<file path="config.mk">
export PLATFORM = sky130hd
export DESIGN_NAME = seq_code_lock
export DESIGN_NICKNAME = d
export VERILOG_FILES = /design/src/rtl/seq_code_lock.sv
export SDC_FILE = /design/constraint.sdc
export NUM_CORES = 1
export LEC_CHECK = 0
export CAP_MARGIN = 25
export CORE_MARGIN = 3
export CORE_UTILIZATION = 40
export DETAILED_ROUTE_END_ITERATION = 10
export SYNTH_ARGS = -nofsm -noshare
export SYNTH_HDL_FRONTEND = slang
export SYNTH_SLANG_ARGS = --single-unit
</file>
<file path="constraint.sdc">
create_clock -name clk -period 2.1 [get_ports clk]
set_input_delay 0.21 -clock clk [delete_from_list [all_inputs] [get_ports clk]]
set_output_delay 0.21 -clock clk [all_outputs]
set_load 0.01 [all_outputs]
</file>
<file path="src/rtl/seq_code_lock.sv">
// Serial code lock: frames CODE_LEN bits per entry, unlocks on match, locks out after MAX_TRIES misses.
// Unlock is registered on the edge accepting the last bit; partial entries expire after TIMEOUT_CYC idle cycles.
module seq_code_lock #(
    parameter int                  CODE_LEN    = 3,
    parameter logic [CODE_LEN-1:0] CODE        = 3'b110,
    parameter int                  OPEN_CYC    = 8,
    parameter int                  MAX_TRIES   = 3,
    parameter int                  LOCKOUT_CYC = 16,
    parameter int                  TIMEOUT_CYC = 32
) (
    input  logic                           clk,
    input  logic                           rst,
    input  logic                           in,
    input  logic                           in_valid,
    input  logic                           relock,
    output logic                           out,
    output logic                           lockout,
    output logic                           busy,
    output logic [$clog2(MAX_TRIES+1)-1:0] fail_cnt
);
    localparam int BW   = $clog2(CODE_LEN + 1);
    localparam int IW   = $clog2(TIMEOUT_CYC + 1);
    localparam int TMAX = (OPEN_CYC > LOCKOUT_CYC) ? OPEN_CYC : LOCKOUT_CYC;
    localparam int TW   = $clog2(TMAX + 1);
    localparam int FW   = $clog2(MAX_TRIES + 1);

    typedef enum logic [1:0] {IDLE, OPEN, LOCK} state_t;

    state_t              state, state_nxt;
    logic [CODE_LEN-1:0] shift_reg, shift_nxt;
    logic [BW-1:0]       bit_cnt, bit_cnt_nxt;
    logic [IW-1:0]       idle_cnt, idle_nxt;
    logic [TW-1:0]       tmr, tmr_nxt;
    logic [FW-1:0]       fail_nxt;
    logic                out_nxt, lockout_nxt;
    logic [CODE_LEN:0]   shift_ext;
    logic [CODE_LEN-1:0] entry;

    // Extending by one bit keeps the slice legal even when CODE_LEN is 1.
    assign shift_ext = {shift_reg, in};
    assign entry     = shift_ext[CODE_LEN-1:0];
    assign busy      = (bit_cnt != '0);

    always_ff @(posedge clk or posedge rst) begin
        if (rst) begin
            state     <= IDLE;
            shift_reg <= '0;
            bit_cnt   <= '0;
            idle_cnt  <= '0;
            tmr       <= '0;
            fail_cnt  <= '0;
            out       <= 1'b0;
            lockout   <= 1'b0;
        end else begin
            state     <= state_nxt;
            shift_reg <= shift_nxt;
            bit_cnt   <= bit_cnt_nxt;
            idle_cnt  <= idle_nxt;
            tmr       <= tmr_nxt;
            fail_cnt  <= fail_nxt;
            out       <= out_nxt;
            lockout   <= lockout_nxt;
        end
    end

    always_comb begin
        state_nxt   = state;
        shift_nxt   = shift_reg;
        bit_cnt_nxt = bit_cnt;
        idle_nxt    = idle_cnt;
        tmr_nxt     = tmr;
        fail_nxt    = fail_cnt;
        out_nxt     = out;
        lockout_nxt = lockout;
        case (state)
            IDLE: begin
                if (in_valid) begin
                    shift_nxt = entry;
                    idle_nxt  = '0;
                    if (bit_cnt == BW'(CODE_LEN - 1)) begin
                        bit_cnt_nxt = '0;
                        if (entry == CODE) begin
                            state_nxt = OPEN;
                            out_nxt   = 1'b1;
                            fail_nxt  = '0;
                            tmr_nxt   = TW'(OPEN_CYC - 1);
                        end else if (int'(fail_cnt) + 1 < MAX_TRIES) begin
                            fail_nxt = fail_cnt + 1'b1;
                        end else begin
                            state_nxt   = LOCK;
                            lockout_nxt = 1'b1;
                            fail_nxt    = FW'(MAX_TRIES);
                            tmr_nxt     = TW'(LOCKOUT_CYC - 1);
                        end
                    end else begin
                        bit_cnt_nxt = bit_cnt + 1'b1;
                    end
                end else if (busy) begin
                    // Only stalled partial entries age; an empty IDLE never expires.
                    if (idle_cnt == IW'(TIMEOUT_CYC - 1)) begin
                        bit_cnt_nxt = '0;
                        idle_nxt    = '0;
                    end else begin
                        idle_nxt = idle_cnt + 1'b1;
                    end
                end
            end
            OPEN: begin
                if (relock || tmr == '0) begin
                    state_nxt = IDLE;
                    out_nxt   = 1'b0;
                end else begin
                    tmr_nxt = tmr - 1'b1;
                end
            end
            LOCK: begin
                if (tmr == '0) begin
                    state_nxt   = IDLE;
                    lockout_nxt = 1'b0;
                    fail_nxt    = '0;
                end else begin
                    tmr_nxt = tmr - 1'b1;
                end
            end
            default: state_nxt = IDLE;
        endcase
    end
endmodule

</file>
==> run metrics, run 1 <==
critical path arrival=2130 ps; Vias=942; TritonCTS clock tree=done; Clock Latency Late Sink=310 ps; fin cells=172; CP Data Required Time=2300 ps; IO Port Bufs=9; Async SR Flop Fraction=1.000; CP max FO=5; first-pass GRT wire length=4.050 mm; Netlist cell types=39; Rel. slew slack=0.6867; placed cells=168; FF+latch count, synth=21; final-report hold violation count=0; DR vias/cell=5.477; cell row count=19; endpoint class of the critical path=register; Post-synth EDFFs=0; Clock Tree Buf Depth=2; total CTS buffers=3; Ys Warns=0; DP Worst Slack=202.5 ps; MaxCap Viol Count=0; Total GRT Usage=0.1433; commonest non-fill, non-tap cells in the layout=dfrtp_1, inv_1, o21ai_0, clkdlybuf4s50_1; Hold Path Class=in2async; Post-CTS Setup Inserts=0; Iteration-0 DRC Markers=41; Power Dens Cells=1456 nW/um2; Avg Cell Area, Syn=9.899 um2; setup_tns=0 ps; worst hold margin=221.4 ps; Hold Buf Count CTS=0; Syn Std Cell Area=1237 um2; setup slack after layout=166.2 ps; max frequency=517.1 MHz; r2r setup slk=170 ps; TritonRoute pass-1 iters=4; Setup crit start kind=register; reg2reg path depth=6; GPL Wtd Cong=0.7995; unrepaired setup endpoints after global routing=no; post-cts sizing count=0; Final Setup Violations=0; final max-slew violation count=0; Post-DRT Antenna Nets=0; dpl hpwl=1.790 mm; ratio of cells with drive above 1 in the final layout=0.1560; Die Ht=61.62 um; most common flop cell mapped by yosys=dfrtp_1; clock sink total=21; gr ovfl total=0; Top reg by flops=idle_cnt; Wirelength per Cell=13.69 um; Clock transition at path regs=130 ps; Syn Nets=136; Layout area overhead=14.96%; Critical Path Start=tmr[0]; H-Tree Depth=1; # diodes=0; outcome=finished clean; Starting Density=0.4338; Nets=153; Worst Tran Pin Value=467.2 ps; Tcrit/Tclk final=0.9208; Max IR drop VDD=0.7753 mV; I/O pin count=10; max reg flops=6; critical path class=reg2reg; RR Endpoint=fail_cnt[0]; register area share after synthesis=0.4247; vias in the first global route=907; routed wire length=2.355 mm; core area=2853 um2; die span in x=61.62 um; initial antenna violation count=0; root buf cell=clkbuf_4; Tmin final=1934 ps; largest net degree at the start of global routing=22; skew final=9.396 ps; die area=3797 um2; cells after synthesis=125; most common cell after layout, fill and taps aside=dfrtp_1; DRC Markers=0; leakage=0.6229 nW; Top Registers=idle_cnt: 6 flops, tmr: 5 flops; Reg2Reg Launch Point=tmr[0]
cell type report:
| type | count | area (um2) |
|---|---|---|
| clock inverter | 1 | 5.005 |
| sequential | 21 | 525.5 |
| clock buffer | 3 | 22.52 |
| multi-input combinational | 87 | 639.4 |
| fill | 263 | 1430 |
| tap | 31 | 38.79 |
| inverter | 13 | 48.80 |
| timing repair buffer | 16 | 142.6 |
worst max path at each step:
stage	to	cells past startpoint	slack [ps]
floorplan	tmr[0]	7	320
global placement	fail_cnt[0]	6	240
detailed placement	fail_cnt[0]	6	200
CTS	fail_cnt[0]	6	160
global route	fail_cnt[0]	6	40
finish	fail_cnt[0]	6	170
metrics by stage:
step,instance area [um2],power (mW),util
final,1423,2.072,0.4987
after global routing,1423,2.257,0.4987
after CTS,1423,2.078,0.4987
after detailed placement,1395,1.876,0.4890
after global placement,1395,1.857,0.4890
after floorplan,1237,1.551,-
cells by family (layout without fill, tap and decap cells):
logic type,Yosys count,after routing,synth area share
flops,21,21,0.4247
fa+ha+maj,6,6,0.06067
compound gates,38,38,0.2043
buf+inv,17,33,0.05864
mux,9,9,0.08088
simple gates,34,34,0.1709
metal layers:
metal | part of all wire | up-vias | GRT usage
li1 | - | 491 | -
met5 | 0 | - | 0
met2 | 0.39 | 18 | 0.1883
met3 | 0.035 | 2 | 0.02935
met4 | 0.0085 | 0 | 0.05152
met1 | 0.57 | 431 | 0.2265
critical path, cell delays in order (launching register included):
cell     delay (ps)
dfrtp_1         430
inv_1            70
ha_1            200
nor4b_4         370
mux2i_1         190
a21oi_1         230
mux2_1          340
synthesized netlist by cell type (2+ instances only):
master,number,share of area
inv_1,13,0.039
nand4_1,5,0.025
a31oi_1,4,0.020
nand2b_1,2,0.010
a211oi_1,4,0.024
and3_1,3,0.015
mux2_2,3,0.027
dfrtp_1,21,0.42
a21oi_1,6,0.024
nor2_1,3,0.0091
mux2i_1,4,0.032
nand3_1,4,0.016
ha_1,6,0.061
nor3b_1,2,0.012
o21ai_0,12,0.049
o31ai_1,3,0.018
nand2_1,7,0.021
nor2b_1,2,0.010
where the power goes:
part | switching (mW) | internal [mW] | total, mW
registers | 0.161 | 0.558 | 0.719
logic | 0.590 | 0.561 | 1.15
clock network | 0.131 | 0.0710 | 0.202
Power figures use the tool's default switching activity.
==> run 2, diff against run 1 <==
--- a/config.mk
+++ b/config.mk
@@ -9,6 +9,7 @@
 export CORE_MARGIN = 3
 export CORE_UTILIZATION = 40
 export DETAILED_ROUTE_END_ITERATION = 10
+export RECOVER_POWER = 25
 export SYNTH_ARGS = -nofsm -noshare
 export SYNTH_HDL_FRONTEND = slang
 export SYNTH_SLANG_ARGS = --single-unit
==> run metrics, run 2 (synthesis gave the netlist of run 1 again) <==
NetSw=0.8824 mW; # diodes=0; post-cts sizing count=0; Rel. slew slack=0.2158; Tcrit/Tclk final=0.9210; endpoint class of the critical path=register; Hold Buf Count CTS=0; placed cells=168; Clock Tree Buf Depth=2; skew final=9.698 ps; net switching fraction of the power=0.4261; vias in the first global route=907; fin cells=172; Top Registers=idle_cnt: 6 flops, tmr: 5 flops; Total GRT Usage=0.1433; core area=2853 um2; power share of the sequential group=0.347; H-Tree Depth=1; CP Data Required Time=2300 ps; Power Dens Cells=1460 nW/um2; Clock power frac=0.097; total CTS buffers=3; DR vias/cell=5.477; die span in x=61.62 um; setup_tns=0 ps; routed wire length=2.355 mm; Wirelength per Cell=13.69 um; Max IR drop VDD=0.7753 mV; final max-slew violation count=0; I/O pin count=10; Hold Path Class=reg2reg; Iteration-0 DRC Markers=41; unrepaired setup endpoints after global routing=no; max frequency=517.0 MHz; gr ovfl total=0; Starting Density=0.4338; ratio of cells with drive above 1 in the final layout=0.1489; dpl hpwl=1.790 mm; Final Setup Violations=0; MaxCap Viol Count=0; leakage=0.6195 nW; commonest non-fill, non-tap cells in the layout=dfrtp_1, inv_1, o21ai_0, clkdlybuf4s50_1, nand2_1; critical path arrival=2130 ps; clock sink total=21; critical path class=reg2reg; Die Ht=61.62 um; most common cell after layout, fill and taps aside=dfrtp_1; Layout area overhead=14.66%; post-route cell area=1419 um2; GPL Wtd Cong=0.7995; # fillers=263; Post-DRT Antenna Nets=0; Tmin final=1934 ps; Vias=942; TritonCTS clock tree=done; TritonRoute pass-1 iters=4; Logic pwr share=0.556; die area=3797 um2; Setup crit start kind=register; outcome=finished clean; DP Area=1395 um2; Nets=153; Clock Latency Late Sink=310 ps; Post-CTS Setup Inserts=0; root buf cell=clkbuf_4; CP max FO=5; Worst Tran Pin Value=1176 ps; first-pass GRT wire length=4.050 mm; max reg flops=6; Clock transition at path regs=130 ps; final-report hold violation count=0; Pint=1.189 mW; cell row count=19; DRC Markers=0; Top reg by flops=idle_cnt; largest net degree at the start of global routing=22; initial antenna violation count=0; IO Port Bufs=9
-- run 2: cell count changes in the layout (fill, tap and decap cells not counted), sizes merged --
cell,delta
buf,-1
clkbuf,+1
clkdlybuf4s50,-1
dlygate4sd3,+1
-- run 2: critical path, stage by stage, from the launching register on --
cell,delay (ps)
dfrtp_1,430
inv_1,70
ha_1,200
nor4b_4,370
mux2i_1,190
a21oi_1,230
mux2_1,340
-- run 2: metal layers --
layer,track usage,share of wire,up-vias
met2,0.1883,0.39,18
met1,0.2265,0.57,431
met5,0,0,-
met4,0.05152,0.0085,0
li1,-,-,491
met3,0.02935,0.035,2
-- run 2: layout make-up --
type / count / area, um2 / area share
clock buffers: 3 / 22.52 / 0.01587
repair buffers: 16 / 138.9 / 0.09788
inverters: 13 / 48.80 / 0.03439
flip-flops and latches: 21 / 525.5 / 0.3704
multi-input cells: 87 / 639.4 / 0.4506
clock inverters: 1 / 5.005 / 0.003527
well taps: 31 / 38.79 / 0.02734
-- run 2: stage by stage --
step / utilization / hold WS [ps] / total power, mW / setup slack [ps]
after CTS: 0.4987 / 232.2 / 2.078 / 164.5
after global routing: 0.4974 / 545.5 / 2.256 / 39.76
after floorplan: - / 186.5 / 1.551 / 322.7
final: 0.4974 / 540.6 / 2.071 / 165.8
after detailed placement: 0.4890 / 515.3 / 1.876 / 202.5
after global placement: 0.4890 / 489.1 / 1.857 / 243.0
-- run 2: power groups by stage --
stage | logic (mW) | registers (mW) | clock network, mW
finish | 1.15 | 0.719 | 0.202
CTS | 1.15 | 0.717 | 0.207
global route | 1.28 | 0.743 | 0.230
detailed placement | 1.15 | 0.728 | 0
floorplan | 0.844 | 0.707 | 0
global placement | 1.14 | 0.718 | 0
-- run 2: final timing paths --
path / startpoint / endpoint / slack [ps] / cells past startpoint
min: shift_reg[1] / shift_reg[1] / 540 / 1
max: tmr[0] / fail_cnt[0] / 170 / 6
max reg2reg: tmr[0] / fail_cnt[0] / 170 / 6
min in group asynchronous: rst / shift_reg[1] / 700 / 3
max in group asynchronous: rst / idle_cnt[0] / 700 / 3
min reg2reg: shift_reg[1] / shift_reg[1] / 540 / 1
==> run 3, diff against run 2 <==
--- a/config.mk
+++ b/config.mk
@@ -6,9 +6,12 @@
 export NUM_CORES = 1
 export LEC_CHECK = 0
 export CAP_MARGIN = 25
+export CELL_PAD_IN_SITES_DETAIL_PLACEMENT = 1
+export CELL_PAD_IN_SITES_GLOBAL_PLACEMENT = 1
 export CORE_MARGIN = 3
 export CORE_UTILIZATION = 40
 export DETAILED_ROUTE_END_ITERATION = 10
+export PLACE_DENSITY = 0.76
 export RECOVER_POWER = 25
 export SYNTH_ARGS = -nofsm -noshare
 export SYNTH_HDL_FRONTEND = slang
==> run metrics, run 3 (synthesis gave the netlist of run 1 again) <==
outcome=finished clean; final core utilization=0.4974; Crit path max-delay family=multiplexers; unrepaired setup endpoints after global routing=no; initial antenna violation count=0; power share of the sequential group=0.340; Tcrit/Tclk final=0.9379; sequential cell area=525.5 um2; DP Area=1388 um2; cell row count=19; CP max FO=5; Clock Latency Late Sink=320 ps; worst hold margin=294.7 ps; placed cells=167; Layout area overhead=14.66%; setup slack after layout=130.5 ps; vias in the first global route=1060; dpl hpwl=2.222 mm; largest net degree at the start of global routing=13; Top reg by flops=idle_cnt; setup_tns=0 ps; MaxCap Viol Count=0; max frequency=507.7 MHz; endpoint class of the critical path=register; # diodes=0; fin cells=171; DR WL met2=1.469 mm; final max-slew violation count=0; met3 WL=63 um; Top Registers=idle_cnt: 6 flops, tmr: 5 flops; Pint=1.197 mW; Logic pwr share=0.563; Nets=152; Multi-input gate area=648.1 um2; slowest stage cell, crit path=dfrtp_1; TritonRoute pass-1 iters=4; skew final=2.765 ps; Hold Path Class=in2async; post-route cell area=1419 um2; Power Dens Cells=1512 nW/um2; commonest non-fill, non-tap cells in the layout=dfrtp_1, inv_1, o21ai_0, clkdlybuf4s50_1, nand2_1; total CTS buffers=3; leakage=0.6135 nW; Iteration-0 DRC Markers=47; TritonCTS clock tree=done; gr ovfl total=0; I/O pin count=10; Starting Density=0.4338; IO Port Bufs=9; worst-path cell chain=inv_1, ha_1, nor4b_4, mux2i_1, a21oi_2, mux2_1; final-report hold violation count=0; NetSw=0.9482 mW; # fillers=324; overall power=2.145 mW; Post-DRT Antenna Nets=0; H-Tree Depth=1; Top Layer Used=met4; critical path arrival=2190 ps; Final Setup Violations=0; ratio of cells with drive above 1 in the final layout=0.1500; most common cell after layout, fill and taps aside=dfrtp_1; clock sink total=21; M1 wire length=1.325 mm; max reg flops=6; CP Data Required Time=2320 ps; Tmin final=1970 ps; GPL Wtd Cong=0.7808; Worst Tran Pin Value=662.9 ps; DR vias/cell=5.942; Clock transition at path regs=120 ps; Post-CTS Setup Inserts=0; Clock Tree Buf Depth=2; die span in x=61.62 um; CP max stage delay=430 ps; net switching fraction of the power=0.4420; first-pass GRT wire length=5.037 mm; Max IR drop VDD=0.7950 mV; die area=3797 um2; Clock power frac=0.097; core area=2853 um2; Die Ht=61.62 um; Wirelength per Cell=17.13 um; Rel. slew slack=0.5581; Vias=1016; critical path class=reg2reg; Total GRT Usage=0.1817; DP Worst Slack=119.9 ps; DRC Markers=0; Critical path buffers and inverters=1; Setup crit start kind=register; root buf cell=clkbuf_4; routed wire length=2.930 mm
## run 3: changes by cell type in the layout (fill, tap and decap cells not counted)
cell and delta:
clkinv_2 -1, a211oi_1 -1, a21oi_2 +1, buf_4 -1
a21oi_1 -1, a211oi_2 +1, clkbuf_1 +1
## run 3: layout make-up
| class | count | share of cell area |
|---|---|---|
| clock buffer | 4 | 0.01852 |
| inverter | 13 | 0.03439 |
| multi-input combinational | 87 | 0.4568 |
| sequential | 21 | 0.3704 |
| tap | 31 | 0.02734 |
| timing repair buffer | 15 | 0.09259 |
## run 3: per-layer routing
layer  global-route usage  vias up
met1               0.2309      507
met4              0.09394        0
li1                     -      489
met5                    0        -
met2               0.2945       13
met3              0.03145        7
## run 3: final timing paths
path                       cells after the start            to  slack, ps    startpoint
max                                            6   fail_cnt[0]        130        tmr[0]
min                                            2  shift_reg[0]        290           rst
max reg2reg                                    6   fail_cnt[0]        130        tmr[0]
min reg2reg                                    1  shift_reg[1]        540  shift_reg[1]
max in group asynchronous                      3   idle_cnt[5]        890           rst
min in group clk                               2  shift_reg[0]        520            in
## run 3: repair_timing
action | in CTS | in global routing
gates resized for setup | 0 | 2
setup endpoints to repair | 0 | 1
hold buffers | 0 | 0
## run 3: power by group through the flow
stage / Sequential, mW / Clock (mW) / Combinational, mW
6_report: 0.730 / 0.207 / 1.21
5_1_grt: 0.759 / 0.235 / 1.34
4_1_cts: 0.728 / 0.215 / 1.20
3_5_place_dp: 0.737 / 0 / 1.19
3_3_place_gp: 0.718 / 0 / 1.13
2_1_floorplan: 0.707 / 0 / 0.844
